<file path="src/rtl/micro_control_store_if.sv">
// Bus between the micro-sequencer dispatch mux / memory side and the control store.
// The mux side drives the micro-address and memory handshake; the store drives sequencing and datapath controls.
interface micro_control_store_if #(
   parameter int CNT_W = 16
);
   logic [3:0]       upc;
   logic             mem_ready;
   logic [1:0]       next;
   logic [3:0]       mpc;
   logic             mem_req;
   logic             pc_write;
   logic             pc_write_cond;
   logic             ior_d;
   logic             mem_read;
   logic             mem_write;
   logic             ir_write;
   logic             mem_to_reg;
   logic             reg_dst;
   logic             reg_write;
   logic             alu_src_a;
   logic [1:0]       alu_src_b;
   logic [1:0]       alu_op;
   logic [1:0]       pc_src;
   logic [CNT_W-1:0] instr_count;
   logic             err_illegal;
   logic             err_timeout;

   modport master (
      output upc, mem_ready,
      input  next, mpc, mem_req, pc_write, pc_write_cond, ior_d, mem_read, mem_write,
             ir_write, mem_to_reg, reg_dst, reg_write, alu_src_a, alu_src_b, alu_op,
             pc_src, instr_count, err_illegal, err_timeout
   );

   modport slave (
      input  upc, mem_ready,
      output next, mpc, mem_req, pc_write, pc_write_cond, ior_d, mem_read, mem_write,
             ir_write, mem_to_reg, reg_dst, reg_write, alu_src_a, alu_src_b, alu_op,
             pc_src, instr_count, err_illegal, err_timeout
   );
endinterface

</file>
<file path="src/rtl/micro_control_store.sv">
// Microprogram control store for the multicycle MIPS micro-controller: decodes the micro-address,
// closes the sequencer loop, and handles memory wait states, boot, retirement counting and error flags.
module micro_control_store #(
   parameter int TIMEOUT = 16,
   parameter int CNT_W   = 16
) (
   input  logic                  clock,
   input  logic                  reset_n,
   micro_control_store_if.slave  bus
);

   localparam int WAIT_W = (TIMEOUT > 2) ? $clog2(TIMEOUT) : 1;
   localparam logic [WAIT_W-1:0] WAIT_LAST = WAIT_W'(TIMEOUT - 1);

   typedef enum logic {
      ST_BOOT = 1'b0,
      ST_RUN  = 1'b1
   } boot_state_t;

   typedef struct packed {
      logic       pc_write;
      logic       pc_write_cond;
      logic       ior_d;
      logic       mem_read;
      logic       mem_write;
      logic       ir_write;
      logic       mem_to_reg;
      logic       reg_dst;
      logic       reg_write;
      logic       alu_src_a;
      logic [1:0] alu_src_b;
      logic [1:0] alu_op;
      logic [1:0] pc_src;
   } ctl_t;

   boot_state_t       state_r;
   boot_state_t       state_nxt_s;
   logic              running_s;

   ctl_t              tbl_ctl_s;
   logic [1:0]        tbl_next_s;
   logic              tbl_mem_s;
   logic              tbl_illegal_s;
   logic              tbl_retire_s;

   logic              stall_s;
   logic              timeout_s;
   logic              retire_s;

   ctl_t              ctl_s;
   logic [1:0]        next_s;
   logic [3:0]        mpc_s;
   logic              mem_req_s;

   logic [WAIT_W-1:0] wait_r;
   logic [CNT_W-1:0]  instr_count_r;
   logic              err_illegal_r;
   logic              err_timeout_r;

   // Boot state register: leaves BOOT on the first edge after reset release.
   always_ff @(posedge clock or negedge reset_n) begin
      if (!reset_n) begin
         state_r <= ST_BOOT;
      end else begin
         state_r <= state_nxt_s;
      end
   end

   // Boot next-state logic.
   always_comb begin
      state_nxt_s = state_r;
      case (state_r)
         ST_BOOT: state_nxt_s = ST_RUN;
         ST_RUN:  state_nxt_s = ST_RUN;
         default: state_nxt_s = ST_BOOT;
      endcase
   end

   assign running_s = (state_r == ST_RUN);

   // Control store table: raw per-state controls before stall/timeout modification.
   always_comb begin
      tbl_ctl_s     = '0;
      tbl_next_s    = 2'b00;
      tbl_mem_s     = 1'b0;
      tbl_illegal_s = 1'b0;
      tbl_retire_s  = 1'b0;
      case (bus.upc)
         4'd0: begin
            tbl_ctl_s.mem_read  = 1'b1;
            tbl_ctl_s.ir_write  = 1'b1;
            tbl_ctl_s.pc_write  = 1'b1;
            tbl_ctl_s.alu_src_b = 2'b01;
            tbl_mem_s           = 1'b1;
            tbl_next_s          = 2'b11;
         end
         4'd1: begin
            tbl_ctl_s.alu_src_b = 2'b11;
            tbl_next_s          = 2'b01;
         end
         4'd2: begin
            tbl_ctl_s.alu_src_a = 1'b1;
            tbl_ctl_s.alu_src_b = 2'b10;
            tbl_next_s          = 2'b10;
         end
         4'd3: begin
            tbl_ctl_s.mem_read = 1'b1;
            tbl_ctl_s.ior_d    = 1'b1;
            tbl_mem_s          = 1'b1;
            tbl_next_s         = 2'b11;
         end
         4'd4: begin
            tbl_ctl_s.reg_write  = 1'b1;
            tbl_ctl_s.mem_to_reg = 1'b1;
            tbl_next_s           = 2'b00;
            tbl_retire_s         = 1'b1;
         end
         4'd5: begin
            tbl_ctl_s.mem_write = 1'b1;
            tbl_ctl_s.ior_d     = 1'b1;
            tbl_mem_s           = 1'b1;
            tbl_next_s          = 2'b00;
            tbl_retire_s        = bus.mem_ready;
         end
         4'd6: begin
            tbl_ctl_s.alu_src_a = 1'b1;
            tbl_ctl_s.alu_op    = 2'b10;
            tbl_next_s          = 2'b11;
         end
         4'd7: begin
            tbl_ctl_s.reg_dst   = 1'b1;
            tbl_ctl_s.reg_write = 1'b1;
            tbl_next_s          = 2'b00;
            tbl_retire_s        = 1'b1;
         end
         4'd8: begin
            tbl_ctl_s.alu_src_a     = 1'b1;
            tbl_ctl_s.alu_op        = 2'b01;
            tbl_ctl_s.pc_write_cond = 1'b1;
            tbl_ctl_s.pc_src        = 2'b01;
            tbl_next_s              = 2'b00;
            tbl_retire_s            = 1'b1;
         end
         4'd9: begin
            tbl_ctl_s.pc_write = 1'b1;
            tbl_ctl_s.pc_src   = 2'b10;
            tbl_next_s         = 2'b00;
            tbl_retire_s       = 1'b1;
         end
         default: begin
            tbl_illegal_s = 1'b1;
         end
      endcase
   end

   // A timeout replaces the final stall cycle, so the two are mutually exclusive.
   assign timeout_s = running_s && tbl_mem_s && !bus.mem_ready && (wait_r == WAIT_LAST);
   assign stall_s   = running_s && tbl_mem_s && !bus.mem_ready && !timeout_s;
   assign retire_s  = running_s && tbl_retire_s;

   // Output shaping: boot forces a fetch of address 0; stalls re-issue the same upc via mpc+1.
   always_comb begin
      ctl_s     = '0;
      next_s    = 2'b00;
      mpc_s     = 4'd0;
      mem_req_s = 1'b0;
      if (!running_s) begin
         ctl_s     = '0;
         next_s    = 2'b00;
         mpc_s     = 4'd0;
         mem_req_s = 1'b0;
      end else if (timeout_s) begin
         ctl_s     = '0;
         next_s    = 2'b00;
         mpc_s     = bus.upc;
         mem_req_s = 1'b1;
      end else if (stall_s) begin
         ctl_s          = tbl_ctl_s;
         ctl_s.ir_write = 1'b0;
         ctl_s.pc_write = 1'b0;
         next_s         = 2'b11;
         mpc_s          = bus.upc - 4'd1;
         mem_req_s      = 1'b1;
      end else begin
         ctl_s     = tbl_ctl_s;
         next_s    = tbl_next_s;
         mpc_s     = bus.upc;
         mem_req_s = tbl_mem_s;
      end
   end

   // Wait-state counter: counts stalled cycles of the current memory access.
   always_ff @(posedge clock or negedge reset_n) begin
      if (!reset_n) begin
         wait_r <= '0;
      end else if (stall_s) begin
         wait_r <= wait_r + WAIT_W'(1);
      end else begin
         wait_r <= '0;
      end
   end

   // Retired-instruction counter, wrapping naturally at its width.
   always_ff @(posedge clock or negedge reset_n) begin
      if (!reset_n) begin
         instr_count_r <= '0;
      end else if (retire_s) begin
         instr_count_r <= instr_count_r + CNT_W'(1);
      end else begin
         instr_count_r <= instr_count_r;
      end
   end

   // Sticky error flags, cleared only by reset.
   always_ff @(posedge clock or negedge reset_n) begin
      if (!reset_n) begin
         err_illegal_r <= 1'b0;
         err_timeout_r <= 1'b0;
      end else begin
         err_illegal_r <= err_illegal_r | (running_s & tbl_illegal_s);
         err_timeout_r <= err_timeout_r | timeout_s;
      end
   end

   assign bus.next          = next_s;
   assign bus.mpc           = mpc_s;
   assign bus.mem_req       = mem_req_s;
   assign bus.pc_write      = ctl_s.pc_write;
   assign bus.pc_write_cond = ctl_s.pc_write_cond;
   assign bus.ior_d         = ctl_s.ior_d;
   assign bus.mem_read      = ctl_s.mem_read;
   assign bus.mem_write     = ctl_s.mem_write;
   assign bus.ir_write      = ctl_s.ir_write;
   assign bus.mem_to_reg    = ctl_s.mem_to_reg;
   assign bus.reg_dst       = ctl_s.reg_dst;
   assign bus.reg_write     = ctl_s.reg_write;
   assign bus.alu_src_a     = ctl_s.alu_src_a;
   assign bus.alu_src_b     = ctl_s.alu_src_b;
   assign bus.alu_op        = ctl_s.alu_op;
   assign bus.pc_src        = ctl_s.pc_src;
   assign bus.instr_count   = instr_count_r;
   assign bus.err_illegal   = err_illegal_r;
   assign bus.err_timeout   = err_timeout_r;

endmodule

</file>
<file path="src/flat_wrapper.sv">
// flat-port wrapper written by rule: the top's interface ports become plain ports
module micro_control_store_flat 
#(
   parameter int TIMEOUT = 16,
   parameter int CNT_W   = 16
)
  (clock, reset_n, bus_upc, bus_mem_ready, bus_next, bus_mpc, bus_mem_req, bus_pc_write, bus_pc_write_cond, bus_ior_d, bus_mem_read, bus_mem_write, bus_ir_write, bus_mem_to_reg, bus_reg_dst, bus_reg_write, bus_alu_src_a, bus_alu_src_b, bus_alu_op, bus_pc_src, bus_instr_count, bus_err_illegal, bus_err_timeout);
  micro_control_store_if #(.CNT_W(CNT_W)) bus_i ();
  input  logic clock;
  input  logic reset_n;
  input wire logic [$bits(bus_i.upc)-1:0] bus_upc;
  input wire logic [$bits(bus_i.mem_ready)-1:0] bus_mem_ready;
  output wire logic [$bits(bus_i.next)-1:0] bus_next;
  output wire logic [$bits(bus_i.mpc)-1:0] bus_mpc;
  output wire logic [$bits(bus_i.mem_req)-1:0] bus_mem_req;
  output wire logic [$bits(bus_i.pc_write)-1:0] bus_pc_write;
  output wire logic [$bits(bus_i.pc_write_cond)-1:0] bus_pc_write_cond;
  output wire logic [$bits(bus_i.ior_d)-1:0] bus_ior_d;
  output wire logic [$bits(bus_i.mem_read)-1:0] bus_mem_read;
  output wire logic [$bits(bus_i.mem_write)-1:0] bus_mem_write;
  output wire logic [$bits(bus_i.ir_write)-1:0] bus_ir_write;
  output wire logic [$bits(bus_i.mem_to_reg)-1:0] bus_mem_to_reg;
  output wire logic [$bits(bus_i.reg_dst)-1:0] bus_reg_dst;
  output wire logic [$bits(bus_i.reg_write)-1:0] bus_reg_write;
  output wire logic [$bits(bus_i.alu_src_a)-1:0] bus_alu_src_a;
  output wire logic [$bits(bus_i.alu_src_b)-1:0] bus_alu_src_b;
  output wire logic [$bits(bus_i.alu_op)-1:0] bus_alu_op;
  output wire logic [$bits(bus_i.pc_src)-1:0] bus_pc_src;
  output wire logic [$bits(bus_i.instr_count)-1:0] bus_instr_count;
  output wire logic [$bits(bus_i.err_illegal)-1:0] bus_err_illegal;
  output wire logic [$bits(bus_i.err_timeout)-1:0] bus_err_timeout;
  assign bus_i.upc = bus_upc;
  assign bus_i.mem_ready = bus_mem_ready;
  assign bus_next = bus_i.next;
  assign bus_mpc = bus_i.mpc;
  assign bus_mem_req = bus_i.mem_req;
  assign bus_pc_write = bus_i.pc_write;
  assign bus_pc_write_cond = bus_i.pc_write_cond;
  assign bus_ior_d = bus_i.ior_d;
  assign bus_mem_read = bus_i.mem_read;
  assign bus_mem_write = bus_i.mem_write;
  assign bus_ir_write = bus_i.ir_write;
  assign bus_mem_to_reg = bus_i.mem_to_reg;
  assign bus_reg_dst = bus_i.reg_dst;
  assign bus_reg_write = bus_i.reg_write;
  assign bus_alu_src_a = bus_i.alu_src_a;
  assign bus_alu_src_b = bus_i.alu_src_b;
  assign bus_alu_op = bus_i.alu_op;
  assign bus_pc_src = bus_i.pc_src;
  assign bus_instr_count = bus_i.instr_count;
  assign bus_err_illegal = bus_i.err_illegal;
  assign bus_err_timeout = bus_i.err_timeout;
  micro_control_store #(.TIMEOUT(TIMEOUT), .CNT_W(CNT_W)) u_core (.clock(clock), .reset_n(reset_n), .bus(bus_i));
endmodule
</file>
<file path="config.mk">
export PLATFORM = sky130hd
export DESIGN_NAME = micro_control_store_flat
export DESIGN_NICKNAME = d
export VERILOG_FILES = /design/src/rtl/micro_control_store_if.sv /design/src/rtl/micro_control_store.sv /design/src/flat_wrapper.sv
export SDC_FILE = /design/constraint.sdc
export NUM_CORES = 1
export LEC_CHECK = 0
export ABC_CLOCK_PERIOD_IN_PS = 3200
export CAP_MARGIN = 20
export CORE_ASPECT_RATIO = 0.75
export CORE_UTILIZATION = 49
export DETAILED_ROUTE_END_ITERATION = 8
export GPL_TIMING_DRIVEN = 0
export PLACE_DENSITY = 0.87
export RECOVER_POWER = 50
export SLEW_MARGIN = 20
export SYNTH_ARGS = -nofsm -noshare
export SYNTH_HDL_FRONTEND = slang
export SYNTH_SLANG_ARGS = --single-unit
</file>
<file path="constraint.sdc">
create_clock -name clock -period 3.2 [get_ports clock]
set_input_delay 0.64 -clock clock [delete_from_list [all_inputs] [get_ports clock]]
set_output_delay 0.64 -clock clock [all_outputs]
set_load 0.03 [all_outputs]
</file>
==> key figures, run 1 <==
Status
  • Run status: finished, final reports clean

Setup path
  • Worst setup path startpoint: bus_upc[2]
  • Slowest library cell on the worst path: clkdlybuf4s50_1
  • Worst setup path category: in2out
  • Reg2reg start: u_core.running_s
  • Worst EP arrival: 2.52 ns
  • Critical Path RT: 2.56 ns
  • Crit-path most repeated cell: clkdlybuf4s50_1
  • Slowest Stage Delay on Critical Path: 0.69 ns
  • CP Max Fanout: 10
  • Crit start category: input port
  • Crit. End Element: primary output
  • CP Cell Sequence: clkdlybuf4s50_1, buf_4, inv_1, nand2_1, nor2_1, clkdlybuf4s50_1

Timing
  • Clock skew: 0.00379 ns
  • Final clock period utilization by the worst path: 0.986
  • Final hold vios: 0
  • Worst rel slew slack: 0.194
  • Fmax achieved: 0.317 GHz
  • Slew @ Worst Pin: 1.21 ns
  • Final Max Tran Viols: 0
  • Fin worst setup slack: 0.0437 ns
  • Setup violators final: 0
  • Period minus WS final: 3.16 ns

Floorplanning
  • Rows: 16
  • Width of the die: 64.6 um
  • Die Ht: 48.9 um
  • Initial Utilization: 0.532
  • DIE AREA: 3160 um2
  • # IOs: 48
  • Core ar.: 2700 um2

Power
  • Leak: 0.945 nW
  • Total power: 0.866 mW
  • Power per Cell Area: 422 nW/um2
  • Peak VDD IR: 0.376 mV

Detailed routing
  • DRT Wirelength: 4200 um
  • WL per Instance: 16.8 um
  • Detailed Routing Iterations Pass 1: 4
  • Vias: 1476
  • Drc violations: 0
  • Vias per cell: 5.90
  • DRT iter0 DRCs: 65
  • Routed Antenna Nets: 0

Placement
  • Hpwl dp: 2960 um
  • Final RePlAce weighted congestion: 0.890
  • Setup WS pre-CTS: -0.760 ns
  • Port Buffers: 47

Synth
  • Synthesis warning total: 0
  • Ys flop type: dfrtp_1
  • Area leader, netlist: dfrtp_1
  • Count leader, synth: dfrtp_1
  • Syn Area/Cell: 9.22 um2
  • Seq/Total Area, Yosys: 0.400
  • Post-synth EDFFs: 0
  • Most frequent cells after synthesis: dfrtp_1, xnor2_1, nor2_1
  • Post-Syn Instances: 156
  • Cell area after synthesis: 1440 um2
  • Netlist cell types: 40
  • Yosys reg bits: 23
  • Net Count, Synth: 170
  • Share of the synthesized area in the top cell type: 0.400
  • Async S/R FF share, synth: 1.00
  • Top cells by area, synth: dfrtp_1, xnor2_1, ha_1, nand3_1, nor2_1

CTS
  • Total clock sinks: 23
  • Max Root-Sink Buffers: 2
  • CTS H-Tree Depth: 1
  • Clk Latency, worst-skew pair: 0.28 ns
  • CTS tree: yes
  • Total CTS buffers: 3
  • CTS root buffer: clkbuf_8
  • Register clock-pin slew on the reported worst setup and hold paths: 0.08 ns

Final layout
  • Layout cell share with drive strength beyond 1: 0.210
  • # diodes: 0
  • Nets@finish: 229
  • Synthesis-to-finish area growth: 42.8%

Global route
  • Vias in the first global route: 1343
  • Grt ovf: 0
  • First-pass GRT wire length: 6640 um
  • Antenna violations before repair: 0
  • Overall routing resource usage: 0.280
  • Largest net degree at the start of global routing: 24

Worst hold path
  • HP Class: reg2reg
  • HP Start: u_core.bus.instr_count[15]

Job
  • Max Cap Viol: 0
==> placed cells by master (no fill, tap or decap), types with 7 or more instances in the layout <==
| cell type | n |
|---|---|
| and3_1 | 7 |
| buf_2 | 7 |
| buf_4 | 12 |
| clkdlybuf4s50_1 | 24 |
| dfrtp_1 | 23 |
| nand2_1 | 11 |
| nand3_1 | 13 |
| nand4_1 | 8 |
| nor2_1 | 14 |
| xnor2_1 | 15 |
==> stage by stage <==
stage	setup TNS (ns)	std cells	utilization	cell area, um2	hold WS, ns
after floorplan	0	156	-	1440	0.344
after global placement	-9.77	239	0.723	1950	0.445
after detailed placement	-10.93	239	0.723	1950	0.462
after CTS	0	244	0.745	2010	0.477
after global routing	-0.0144	250	0.760	2050	0.496
final	0	250	0.760	2050	0.471
==> registers in the layout, summed over array words and instances (netlist names) <==
register / flops
u_core.bus.instr_count: 16
u_core.wait_r: 4
u_core.bus.err_illegal: 1
u_core.bus.err_timeout: 1
u_core.running_s: 1
==> power breakdown <==
group	total, mW	switching (mW)	internal, mW
clock network	0.187	0.0995	0.0874
registers	0.368	0.0438	0.324
logic	0.312	0.182	0.130
==> worst max-delay path, delay by kind of cell <==
kind          cells  cell delay [ns]
buf+inv           4             1.53
simple gates      2             0.34
==> logic make-up after synthesis <==
| kind of cell | after synthesis | synth area share |
|---|---|---|
| multiplexers | 1 | 0.00783 |
| other | 1 | 0.00261 |
| buffers and inverters | 12 | 0.0435 |
| AND/OR/NAND/NOR | 70 | 0.253 |
| adder cells (fa/ha/maj) | 7 | 0.0609 |
| XOR/XNOR | 17 | 0.103 |
| AO/OA/AOI/OAI | 25 | 0.129 |
| flip-flops | 23 | 0.400 |
==> area by class of cell <==
cell class	instances	area [um2]
Multi-Input combinational cell	121	831
Clock inverter	1	5.00
Timing Repair Buffer	54	483
Sequential cell	23	576
Inverter	5	18.8
Buffer	7	55.1
Tap cell	36	45.0
Clock buffer	3	41.3
Fill cell	186	648
==> metal layers <==
metal,up-vias,global-route usage,wire (um)
met5,-,0,0
met2,64,0.447,2110
met1,733,0.381,1770
li1,673,-,-
met3,6,0.0631,266
met4,0,0.0778,51
==> path summary, 6_finish.rpt <==
path,end,slack (ns),cells after the start
max,bus_pc_src[1],0.04,6
min,u_core.bus.instr_count[15],0.47,1
max reg2reg,u_core.bus.instr_count[6],1.24,5
min reg2reg,u_core.bus.instr_count[15],0.47,1
max in group asynchronous,u_core.bus.instr_count[1],1.89,1
min in group asynchronous,u_core.bus.instr_count[13],0.59,1
==> repair_timing <==
item / in CTS / in global routing
hold buffers: 0 / 0
setup endpoints to repair: 19 / 20
pin swaps: 2 / 2
endpoints found under the hold margin: 0 / 0
resized for setup: 85 / 12
buffers inserted: 1 / 6
Power figures use the tool's default switching activity.
==> run 2, diff against run 1 <==
CAP_MARGIN = not set   (was 20)
SLEW_MARGIN = not set   (was 20)
==> run 2 against run 1 <==
First-iteration DRC count is 25% higher. Via count is 0.47% lower. Register-to-register slack hardly changed. Largest cell class unchanged.
==> key figures, run 2 (synthesized netlist as in run 1, its figures left out) <==
Status
  • Run status: finished, final reports clean

Job
  • Max Cap Viol: 0

Setup path
  • Crit. End Element: primary output
  • Critical Path RT: 2.56 ns
  • Worst setup path category: in2out
  • Worst EP arrival: 2.51 ns
  • Crit start category: input port
  • CP Max Fanout: 10

CTS
  • CTS root buffer: clkbuf_8
  • Total CTS buffers: 3
  • Post-cts hold buffer count: 0
  • Register clock-pin slew on the reported worst setup and hold paths: 0.08 ns
  • Clk Latency, worst-skew pair: 0.28 ns
  • CTS tree: yes
  • CTS H-Tree Depth: 1
  • Max Root-Sink Buffers: 2
  • Total clock sinks: 23

Timing
  • Slew @ Worst Pin: 0.999 ns
  • Setup violators final: 0
  • Worst rel slew slack: 0.332
  • Period minus WS final: 3.15 ns
  • Clock skew: 0.00323 ns
  • Final hold vios: 0
  • Final clock period utilization by the worst path: 0.985
  • Final Max Tran Viols: 0
  • Fmax achieved: 0.317 GHz

Global route
  • Antenna violations before repair: 0
  • Vias in the first global route: 1343
  • First-pass GRT wire length: 6640 um
  • Largest net degree at the start of global routing: 24
  • Grt ovf: 0
  • Overall routing resource usage: 0.280

Detailed routing
  • Detailed Routing Iterations Pass 1: 4
  • Vias per cell: 5.88
  • WL per Instance: 16.9 um
  • DRT Wirelength: 4220 um
  • Vias: 1469
  • Drc violations: 0
  • DRT iter0 DRCs: 81
  • Routed Antenna Nets: 0

Power
  • Seq pwr share: 0.424
  • Internal power: 0.542 mW
  • Total power: 0.867 mW
  • Net Sw Frac: 0.375
  • Switch Pwr: 0.326 mW
  • Leak: 0.948 nW
  • Combinational share of power: 0.361
  • Clock group share of total power: 0.216
  • Power per Cell Area: 421 nW/um2
  • Peak VDD IR: 0.376 mV

Floorplanning
  • Initial Utilization: 0.532
  • Width of the die: 64.6 um
  • Die Ht: 48.9 um
  • Rows: 16
  • Core ar.: 2700 um2
  • DIE AREA: 3160 um2
  • # IOs: 48

Final layout
  • Final Instance Area: 2060 um2
  • # diodes: 0
  • Nets@finish: 229
  • Area of the multi-input gates: 831 um2
  • Register area: 576 um2
  • Filler cells: 184
  • Layout cell share with drive strength beyond 1: 0.210
  • Max FFs per register: 16
  • Synthesis-to-finish area growth: 43.2%
  • Most common cell after layout, fill and taps aside: clkdlybuf4s50_1
  • Most frequent cells in the layout: clkdlybuf4s50_1, dfrtp_1, xnor2_1, nor2_1, nand3_1

Placement
  • Final RePlAce weighted congestion: 0.890
  • Port Buffers: 47
  • Area of placed instances: 1950 um2
  • Hpwl dp: 2960 um

Worst hold path
  • HP Class: reg2reg
-- run 2: changes by cell type in the layout (fill, tap and decap cells not counted) --
cell,change
clkdlybuf4s50_1,+1
clkbuf_1,-1
-- run 2: through the flow --
stage               setup WS, ns  cells  TNS, ns  hold WS (ns)   util
detailed placement        -0.760    239   -10.93         0.462  0.723
CTS                       0.0103    244        0         0.477  0.745
floorplan                 0.0138    156        0         0.344      -
global route             -0.0103    250  -0.0144         0.496  0.763
global placement          -0.705    239    -9.77         0.445  0.723
finish                    0.0476    250        0         0.471  0.763
-- run 2: power by group through the flow --
stage / Clock [mW] / Combinational [mW] / Sequential [mW]
floorplan: 0 / 0.116 / 0.430
global placement: 0 / 0.297 / 0.368
detailed placement: 0 / 0.305 / 0.372
CTS: 0.188 / 0.306 / 0.366
global route: 0.204 / 0.334 / 0.374
finish: 0.187 / 0.313 / 0.367
-- run 2: critical path, stage by stage --
cell and delay [ns]:
clkdlybuf4s50_1 0.46, buf_4 0.19, inv_1 0.19, nand2_1 0.17, nor2_1 0.16, clkdlybuf4s50_1 0.69
-- run 2: metal layers --
metal | track usage | part of all wire
met3 | 0.0631 | 0.052
met4 | 0.0778 | 0.0081
met2 | 0.447 | 0.51
met5 | 0 | 0
met1 | 0.381 | 0.43
-- run 2: final cells by class --
type | instances | area share
Multi-Input combinational cell | 121 | 0.403
Sequential cell | 23 | 0.279
Timing Repair Buffer | 54 | 0.237
Buffer | 7 | 0.0267
Tap cell | 36 | 0.0219
Clock buffer | 3 | 0.0200
Inverter | 5 | 0.00911
Clock inverter | 1 | 0.00243
-- run 2: repair_timing --
action / in CTS / in global routing
gates resized for setup: 85 / 12
hold endpoints to repair: 0 / 0
endpoints found under the setup margin: 19 / 20
setup buffers: 1 / 6
pin swaps: 2 / 2
-- run 2: final timing paths --
path | startpoint | endpoint | slack [ns] | depth (start not counted)
max | bus_upc[2] | bus_pc_src[1] | 0.05 | 6
min | u_core.bus.instr_count[15] | u_core.bus.instr_count[15] | 0.47 | 1
max reg2reg | u_core.running_s | u_core.bus.instr_count[6] | 1.25 | 5
min reg2reg | u_core.bus.instr_count[15] | u_core.bus.instr_count[15] | 0.47 | 1
max in group asynchronous | reset_n | u_core.bus.instr_count[7] | 1.69 | 1
min in group asynchronous | reset_n | u_core.bus.instr_count[14] | 0.91 | 1
